### config.mk
export PLATFORM = sky130hd
export DESIGN_NAME = pcileech_rx_router
export DESIGN_NICKNAME = d
export VERILOG_FILES = /design/src/rtl/pcileech_pkg.sv /design/src/rtl/pcileech_rx_timeout.sv /design/src/rtl/pcileech_rx_router.sv
export SDC_FILE = /design/constraint.sdc
export NUM_CORES = 1
export LEC_CHECK = 0
export CORE_ASPECT_RATIO = 0.6
export CORE_MARGIN = 3
export CORE_UTILIZATION = 30
export DETAILED_ROUTE_END_ITERATION = 7
export MAX_ROUTING_LAYER = met4
export PLACE_DENSITY = 0.56
export SLEW_MARGIN = 10
export SYNTH_ARGS = -nofsm -noshare
export SYNTH_HDL_FRONTEND = slang
export SYNTH_SLANG_ARGS = --single-unit
### constraint.sdc
create_clock -name FT601_CLK -period 2.12 [get_ports FT601_CLK]
set_input_delay 0.424 -clock FT601_CLK [delete_from_list [all_inputs] [get_ports FT601_CLK]]
set_output_delay 0.424 -clock FT601_CLK [all_outputs]
set_load 0.01 [all_outputs]
### src/rtl/pcileech_pkg.sv
// Shared constants and types for the PCILeech FT601 RX command router:
// control-word magic, command type codes, FSM state encoding and wait timeout.
package pcileech_pkg;

    localparam logic [7:0] MAGIC       = 8'h77;
    localparam logic [7:0] TYPE_TLP    = 8'h00;
    localparam logic [7:0] TYPE_CFG    = 8'h01;
    localparam logic [7:0] TYPE_LB     = 8'h02;
    localparam logic [9:0] TIMEOUT_MAX = 10'd1023;

    typedef enum logic [2:0] {
        S_IDLE     = 3'd0,
        S_RD0      = 3'd1,
        S_W0       = 3'd2,
        S_RD1      = 3'd3,
        S_W1       = 3'd4,
        S_DISPATCH = 3'd5
    } rx_state_e;

    function automatic logic [15:0] sat_inc16(input logic [15:0] v);
        return (v == 16'hFFFF) ? v : v + 16'd1;
    endfunction

endpackage

### src/rtl/pcileech_rx_timeout.sv
// 10-bit wait counter for the router: counts while inc is high, holds at
// TIMEOUT_MAX and flags expiry; clr returns it to zero.
module pcileech_rx_timeout
    import pcileech_pkg::*;
(
    input  logic FT601_CLK,
    input  logic FT601_RESET,
    input  logic clr,
    input  logic inc,
    output logic expired
);

    logic [9:0] cnt_r;

    // Wait counter, saturating at the timeout value.
    always_ff @(posedge FT601_CLK) begin
        if (FT601_RESET) begin
            cnt_r <= 10'd0;
        end else if (clr) begin
            cnt_r <= 10'd0;
        end else if (inc && (cnt_r != TIMEOUT_MAX)) begin
            cnt_r <= cnt_r + 10'd1;
        end
    end

    assign expired = (cnt_r == TIMEOUT_MAX);

endmodule

### src/rtl/pcileech_rx_router.sv
// Splits the FT601 RX word stream into two-word commands and routes them to
// the TLP stream, config writes or (with PCILEECH_RX_LOOPBACK_EN) the loopback stream.
module pcileech_rx_router
    import pcileech_pkg::*;
(
    input  logic        FT601_CLK,
    input  logic        FT601_RESET,
    input  logic [31:0] fifo_rx_dout,
    input  logic        fifo_rx_empty,
    output logic        fifo_rx_rd,
    output logic [31:0] tlp_data,
    output logic        tlp_last,
    output logic        tlp_valid,
    input  logic        tlp_ready,
    output logic [7:0]  cfg_addr,
    output logic [31:0] cfg_data,
    output logic        cfg_wr,
    output logic [63:0] lb_data,
    output logic        lb_valid,
    input  logic        lb_ready,
    output logic [15:0] err_cnt
);

    rx_state_e   state_r;
    logic [31:0] w0_r;
    logic [31:0] w1_r;
    logic [31:0] tlp_data_r;
    logic        tlp_last_r;
    logic        tlp_valid_r;
    logic [7:0]  cfg_addr_r;
    logic [31:0] cfg_data_r;
    logic        cfg_wr_r;
    logic [15:0] err_r;
    logic        tmo_clr_s;
    logic        tmo_inc_s;
    logic        tmo_expired_s;
    logic        unused_s;

    // The FIFO pops on the edge that sees the strobe, so the word is on
    // fifo_rx_dout during the following RD state.
    assign fifo_rx_rd = ~FT601_RESET & ~fifo_rx_empty &
                        ((state_r == S_IDLE) | (state_r == S_W0));

    assign tmo_clr_s = (state_r != S_W0);
    assign tmo_inc_s = (state_r == S_W0) & fifo_rx_empty & ~tmo_expired_s;

    pcileech_rx_timeout u_timeout (
        .FT601_CLK   (FT601_CLK),
        .FT601_RESET (FT601_RESET),
        .clr         (tmo_clr_s),
        .inc         (tmo_inc_s),
        .expired     (tmo_expired_s)
    );

`ifdef PCILEECH_RX_LOOPBACK_EN
    logic [63:0] lb_data_r;
    logic        lb_valid_r;
    assign lb_data  = lb_data_r;
    assign lb_valid = lb_valid_r;
`else
    assign lb_data  = 64'd0;
    assign lb_valid = 1'b0;
`endif

    // Command assembly, validation and dispatch.
    always_ff @(posedge FT601_CLK) begin
        if (FT601_RESET) begin
            state_r     <= S_IDLE;
            w0_r        <= 32'd0;
            w1_r        <= 32'd0;
            tlp_data_r  <= 32'd0;
            tlp_last_r  <= 1'b0;
            tlp_valid_r <= 1'b0;
            cfg_addr_r  <= 8'd0;
            cfg_data_r  <= 32'd0;
            cfg_wr_r    <= 1'b0;
            err_r       <= 16'd0;
`ifdef PCILEECH_RX_LOOPBACK_EN
            lb_data_r   <= 64'd0;
            lb_valid_r  <= 1'b0;
`endif
        end else begin
            cfg_wr_r <= 1'b0;
            case (state_r)
                S_IDLE: begin
                    if (~fifo_rx_empty) begin
                        state_r <= S_RD0;
                    end
                end
                S_RD0: begin
                    w0_r    <= fifo_rx_dout;
                    state_r <= S_W0;
                end
                S_W0: begin
                    if (~fifo_rx_empty) begin
                        state_r <= S_RD1;
                    end else if (tmo_expired_s) begin
                        err_r   <= sat_inc16(err_r);
                        state_r <= S_IDLE;
                    end
                end
                S_RD1: begin
                    w1_r    <= fifo_rx_dout;
                    state_r <= S_W1;
                end
                S_W1: begin
                    if (w1_r[31:24] != MAGIC) begin
                        // Slip by one word: the bad control word may be the next payload.
                        w0_r    <= w1_r;
                        err_r   <= sat_inc16(err_r);
                        state_r <= S_W0;
                    end else begin
                        state_r <= S_DISPATCH;
                        case (w1_r[23:16])
                            TYPE_TLP: begin
                                tlp_data_r  <= w0_r;
                                tlp_last_r  <= w1_r[0];
                                tlp_valid_r <= 1'b1;
                            end
                            TYPE_CFG: begin
                                cfg_addr_r <= w1_r[15:8];
                                cfg_data_r <= w0_r;
                                cfg_wr_r   <= 1'b1;
                            end
`ifdef PCILEECH_RX_LOOPBACK_EN
                            TYPE_LB: begin
                                lb_data_r  <= {w1_r, w0_r};
                                lb_valid_r <= 1'b1;
                            end
`endif
                            default: begin
                            end
                        endcase
                    end
                end
                S_DISPATCH: begin
                    if (tlp_valid_r) begin
                        if (tlp_ready) begin
                            tlp_valid_r <= 1'b0;
                            state_r     <= S_IDLE;
                        end
                    end
`ifdef PCILEECH_RX_LOOPBACK_EN
                    else if (lb_valid_r) begin
                        if (lb_ready) begin
                            lb_valid_r <= 1'b0;
                            state_r    <= S_IDLE;
                        end
                    end
`endif
                    else begin
                        state_r <= S_IDLE;
                    end
                end
                default: begin
                    state_r <= S_IDLE;
                end
            endcase
        end
    end

    assign tlp_data  = tlp_data_r;
    assign tlp_last  = tlp_last_r;
    assign tlp_valid = tlp_valid_r;
    assign cfg_addr  = cfg_addr_r;
    assign cfg_data  = cfg_data_r;
    assign cfg_wr    = cfg_wr_r;
    assign err_cnt   = err_r;

    assign unused_s = ^{lb_ready, w1_r[7:1]};

endmodule
# Yosys cells after proc, flatten, opt, wreduce, memory -nomap -nowiden
# Index checks and enable logic that the tools add are counted.
# totals
regBits,168
# op_classes
addsub,2
n_eq_ne,19
mux,20
bitwise,10
n_reduce_logical,14
# op_table
op,count
$mux W16,4
$pmux W32 S2,1
$mux W32,1
$pmux W16 S2,1
$mux W3,6
$pmux W3 S6,1
$add A16 B1 Y16 const B,1
$eq A16 B16 Y1 const B,1
$reduce_and A3 Y1,4
$add A10 B1 Y10 const B,1
$eq A10 B10 Y1 const B,1
$ne A10 B10 Y1 const B,1
$ne A2 B2 Y1 const B,5
$eq A8 B1 Y1 const B,1
$logic_not A8 Y1,1
$ne A8 B7 Y1 const B,1
$eq A3 B2 Y1 const B,2
$eq A3 B3 Y1 const B,2
$ne A3 B3 Y1 const B,2
$reduce_bool A2 Y1,3
$mux W1,5
$not A1 Y1,5
$and A1 B1 Y1,4
$reduce_and A4 Y1,1
other kinds (10),10

# Logic depth before layout (Yosys ltp)
# logic_depth
ltp_word,5
mapped_depth,8

# Hierarchy
# Synthesis repeated with hierarchy kept, for this count alone.
# hier_totals
hier_cells,832
hier_area_um2,7179.4
# modules_own_cells
module,n_inst,cells_each,area_each_um2,seq_area_each_um2
pcileech_rx_router,1,772,6681.4,3163.0
pcileech_rx_timeout,1,60,498.0,200.2

# Worst setup path after synthesis
# Ideal clock, no wire load.
# synth_path
path_type,register to register
startpoint,"register err_r[0], in the netlist err_cnt[0]"
endpoint,"register err_r[13], in the netlist err_cnt[13]"
setup_ns,0.071
t_arrival_ns,1.847
slack_ns,0.202
stages_incl_launch_ff,8
n_path_buf,1
period_less_slack_ns,1.918
path_cell_list,dfxtp_1 ha_1 nand3_1 nor4_1 a211o_1 buf_2 or4_1 a21oi_1
# synth_via
elab_chain_cells,5
word_cells_on_any_way,7
# synth_rtl
item,line,text
from (decl),pcileech_rx_router.sv:33,logic [15:0] err_r;
from (signal assigned),pcileech_rx_router.sv:98,err_r <= sat_inc16(err_r);
from (signal assigned),pcileech_rx_router.sv:110,err_r <= sat_inc16(err_r);
$add A16 B1 Y16 or $eq A16 B16 Y1 (tied branches),pcileech_pkg.sv:21,return (v == 16'hFFFF) ? v : v + 16'd1;
$mux W16 (*),pcileech_pkg.sv:21,
$mux W16,pcileech_rx_router.sv:97,end else if (tmo_expired_s) begin
$mux W16,pcileech_rx_router.sv:95,if (~fifo_rx_empty) begin
$pmux W16 S2 (*),pcileech_rx_router.sv:84,case (state_r)
# Every way passes the cells marked *; elsewhere a longest branch is shown, timed or not. The select of a mux whose other input is x is not followed.
# A chain may end at the register's enable or synchronous reset.

# Worst setup path in the final report
# layout_path
startpoint,register u_timeout.cnt_r[0]
endpoint,"register err_r[10], in the netlist err_cnt[10]"
# layout_via
elab_chain_cells,3
# layout_rtl
item,line,text
from (decl),pcileech_rx_timeout.sv:13,logic [9:0] cnt_r;
from (signal assigned),pcileech_rx_timeout.sv:22,cnt_r <= cnt_r + 10'd1;
$eq A10 B10 Y1,pcileech_rx_timeout.sv:26,assign expired = (cnt_r == TIMEOUT_MAX);
$ne A2 B2 Y1 (no line),n/a,
$reduce_and A4 Y1 (no line),n/a,
# Every way passes these cells.

==> flow_summary.ini <==
[detailed_routing]
drt-total-wl_um = 18410
drc = 0
drt_iter0_markers = 179
dr.pass1.iters = 4
detail-route-antenna-nets = 0
via_per_inst = 4.500
routed-via-count = 5589
post_drt_wl_per_cell_um = 14.82

[synth]
yosys.area.top_type_share_pct = 47.01
mappedNetlistArea_um2 = 7154
syn_area_per_cell_um2 = 9.045
yosysTopAreaCell = dfxtp_1
ys.warnings.count = 0
yosysUniqueCellTypes = 40
synth_ff_type = dfxtp_1
synth_cells = 791
synth_most_common_cell = dfxtp_1
async_flop_share_pct = 0
synth-seq-area-share_pct = 47.01
synth_edf_count = 0
synth_seq_cells = 168
synth_common_cells = dfxtp_1 (168), nor2_1 (127), mux2i_1 (105)
yosys-top-cells-area = dfxtp_1 (47%), mux2i_1 (15%), buf_4 (7.2%)

[clock_tree]
cts_max_path_buffers = 2
cts_buffers = 17
cts_sinks = 168
postCtsSetupRepairBufs = 0
cts-root-buf = clkbuf_16
clk_pin_slew_ns = 0.06
cts_tree = built
insertion_delay_ns = 0.43
cts.htree.levels = 4

[global_routing]
grt_pass1_wl_um = 29180
gr-total-overflow = 0
grt_usage_pct = 14.62
grt_pass1_vias = 5264
antenna_found_initial = 1
grt_max_degree = 113

[layout]
fill_cells = 2364
fin_util_pct = 40.28
areaGrowthSynthToFinish_pct = 30.87
multi_input_area_um2 = 3326
nets = 953
seqCellArea_um2 = 3363
fin_cells = 1242
drive_gt1_share_pct = 7.775

[sta]
finalCritPeriodShare_pct = 94.12
fin_ws_ns = 0.1247
slew_violations = 0
slew_headroom_pct = 46.15
rsz0062_at_grt = no
hold_violations = 0
clock_skew_ns = 0.01355
max_freq_mhz = 501.2
setup_violations = 0
worstMarginPinSlew_ns = 0.8078
fin_crit_ns = 1.995

[critical_path]
required_ns = 2.43
reg2reg_depth = 7
critical_path.startpoint_type = flip-flop
cp_max_fo = 13
path_class = flip-flop to flip-flop
worst_ep_arrival_time_ns = 2.31
critPathCaptureType = flip-flop

[pwr]
clkPwrFrac_pct = 47.3
p_sw_w = 0.001741
p_int_w = 0.005741
power_frac_seq_pct = 45.0
p_comb_share_pct = 7.7
p_leak_nw = 3.499
ir_worst_vdd_mv = 0.5192
power_density_nw_per_um2 = 799.1
p_sw_share_pct = 23.27

[place]
numPortBuffers = 127
dpl.cell_count = 1210
pre_cts_slack_ns = -0.2646
dp_hpwl_um = 12200
place_congestion = 0.8623

[floorplanning]
fp.dieArea_um2 = 25800
start_util_pct = 30.78
dieHeight_um = 125.6
coreArea_um2 = 23240
io_pins = 194
rows = 43
die_w_um = 205.4

[outcome]
status = complete, no violations

[job]
maxCapViolCount = 0

[min_path]
hold_path.class = flip-flop to flip-flop
min_path_cells = 2
## kinds of logic (layout without fill, tap and decap cells)
kind of cell	after synthesis	after routing	share of synthesized area (%)
other	1	66	0.05242
multiplexers	106	106	14.85
buffers and inverters	124	195	10.49
AND/OR/NAND/NOR	267	267	16.54
XOR/XNOR	9	9	1.102
flip-flops	168	168	47.01
AO/OA/AOI/OAI	114	114	9.601
adder cells (fa/ha/maj)	2	2	0.3497
## critical path: stages, from the launching register on
cell and delay, ns:
dfxtp_1 0.38, ha_2 0.24, and2_1 0.15, and4_1 0.25
buf_6 0.18, o21ai_1 0.12, nor3_2 0.21, mux2_2 0.34
## metrics by stage
stage / area, µm² / TNS, ns / hold slack, ns / total power [W]
after floorplan: 7395 / 0 / 0.4360 / 0.003857
final: 9363 / 0 / 0.4545 / 0.007482
after detailed placement: 8670 / -2.945 / 0.4506 / 0.004010
after global placement: 8670 / -2.584 / 0.4421 / 0.004000
after global routing: 9363 / 0 / 0.4784 / 0.007803
after CTS: 9335 / 0 / 0.4592 / 0.007581
## repair_timing
item | in CTS | in global routing
pin swaps | 0 | 1
setup endpoints to repair | 1 | 14
gates resized for setup | 1 | 7
hold buffers | 0 | 0
## worst paths after layout
check	end	slack [ns]	startpoint
setup / recovery	err_cnt[10]	0.12	u_timeout.cnt_r[0]
hold / removal	w1_r[1]	0.45	w1_r[1]
setup reg to reg	err_cnt[10]	0.12	u_timeout.cnt_r[0]
hold reg to reg	w1_r[1]	0.45	w1_r[1]
## placed cells by master (no fill, tap or decap), types with 4 or more instances in the layout
cell type        netlist  layout
dfxtp_1              168     168
conb_1                 1      65
o31ai_1                5       5
clkdlybuf4s50_1        0     125
nor4_1                 7       7
nor2_1               127     125
xnor2_1                7       7
buf_4                 69      26
and2_1                 4       4
nand2_1               73      73
nand4_1                6       6
a211oi_1              32      32
or4_1                  5       5
bufinv_16              0       6
inv_1                  5       5
or3_1                 11      11
clkbuf_16              0      18
mux2i_1              105     105
nand3_1               12      12
a21oi_1               52      51
o21ai_0               19      18
buf_12                 0       5
## registers in the layout (all words and copies together) (netlist names)
register / count
tlp_valid: 1
cfg_data: 32
w1_r: 32
tlp_last: 1
cfg_wr: 1
u_timeout.cnt_r: 10
cfg_addr: 8
tlp_data: 32
w0_r: 32
err_cnt: 16
state_r: 3
## layer usage
layer  GRT usage, %  vias up  share of wire (%)
li1               -     2832                  -
met3          4.805       17                6.4
met1          20.79     2623                 51
met4          3.854        0                1.2
met2          19.78      117                 41
met5              -        -                  0
## layout make-up
cell class | instances | share of cell area [%]
Antenna cell | 1 | 0.02673
Clock buffer | 20 | 4.771
Clock inverter | 11 | 2.352
Inverter | 5 | 0.2005
Multi-Input combinational cell | 563 | 35.52
Sequential cell | 168 | 35.92
Tap cell | 315 | 4.210
Timing Repair Buffer | 159 | 17.00
## power groups by stage
stage | sequential (W) | clock (W) | combinational, W
finish | 0.00336 | 0.00354 | 0.000576
global route | 0.00338 | 0.00377 | 0.000653
CTS | 0.00336 | 0.00364 | 0.000578
detailed placement | 0.00343 | 0 | 0.000576
global placement | 0.00343 | 0 | 0.000569
floorplan | 0.00340 | 0 | 0.000459
Power figures use the tool's default switching activity.
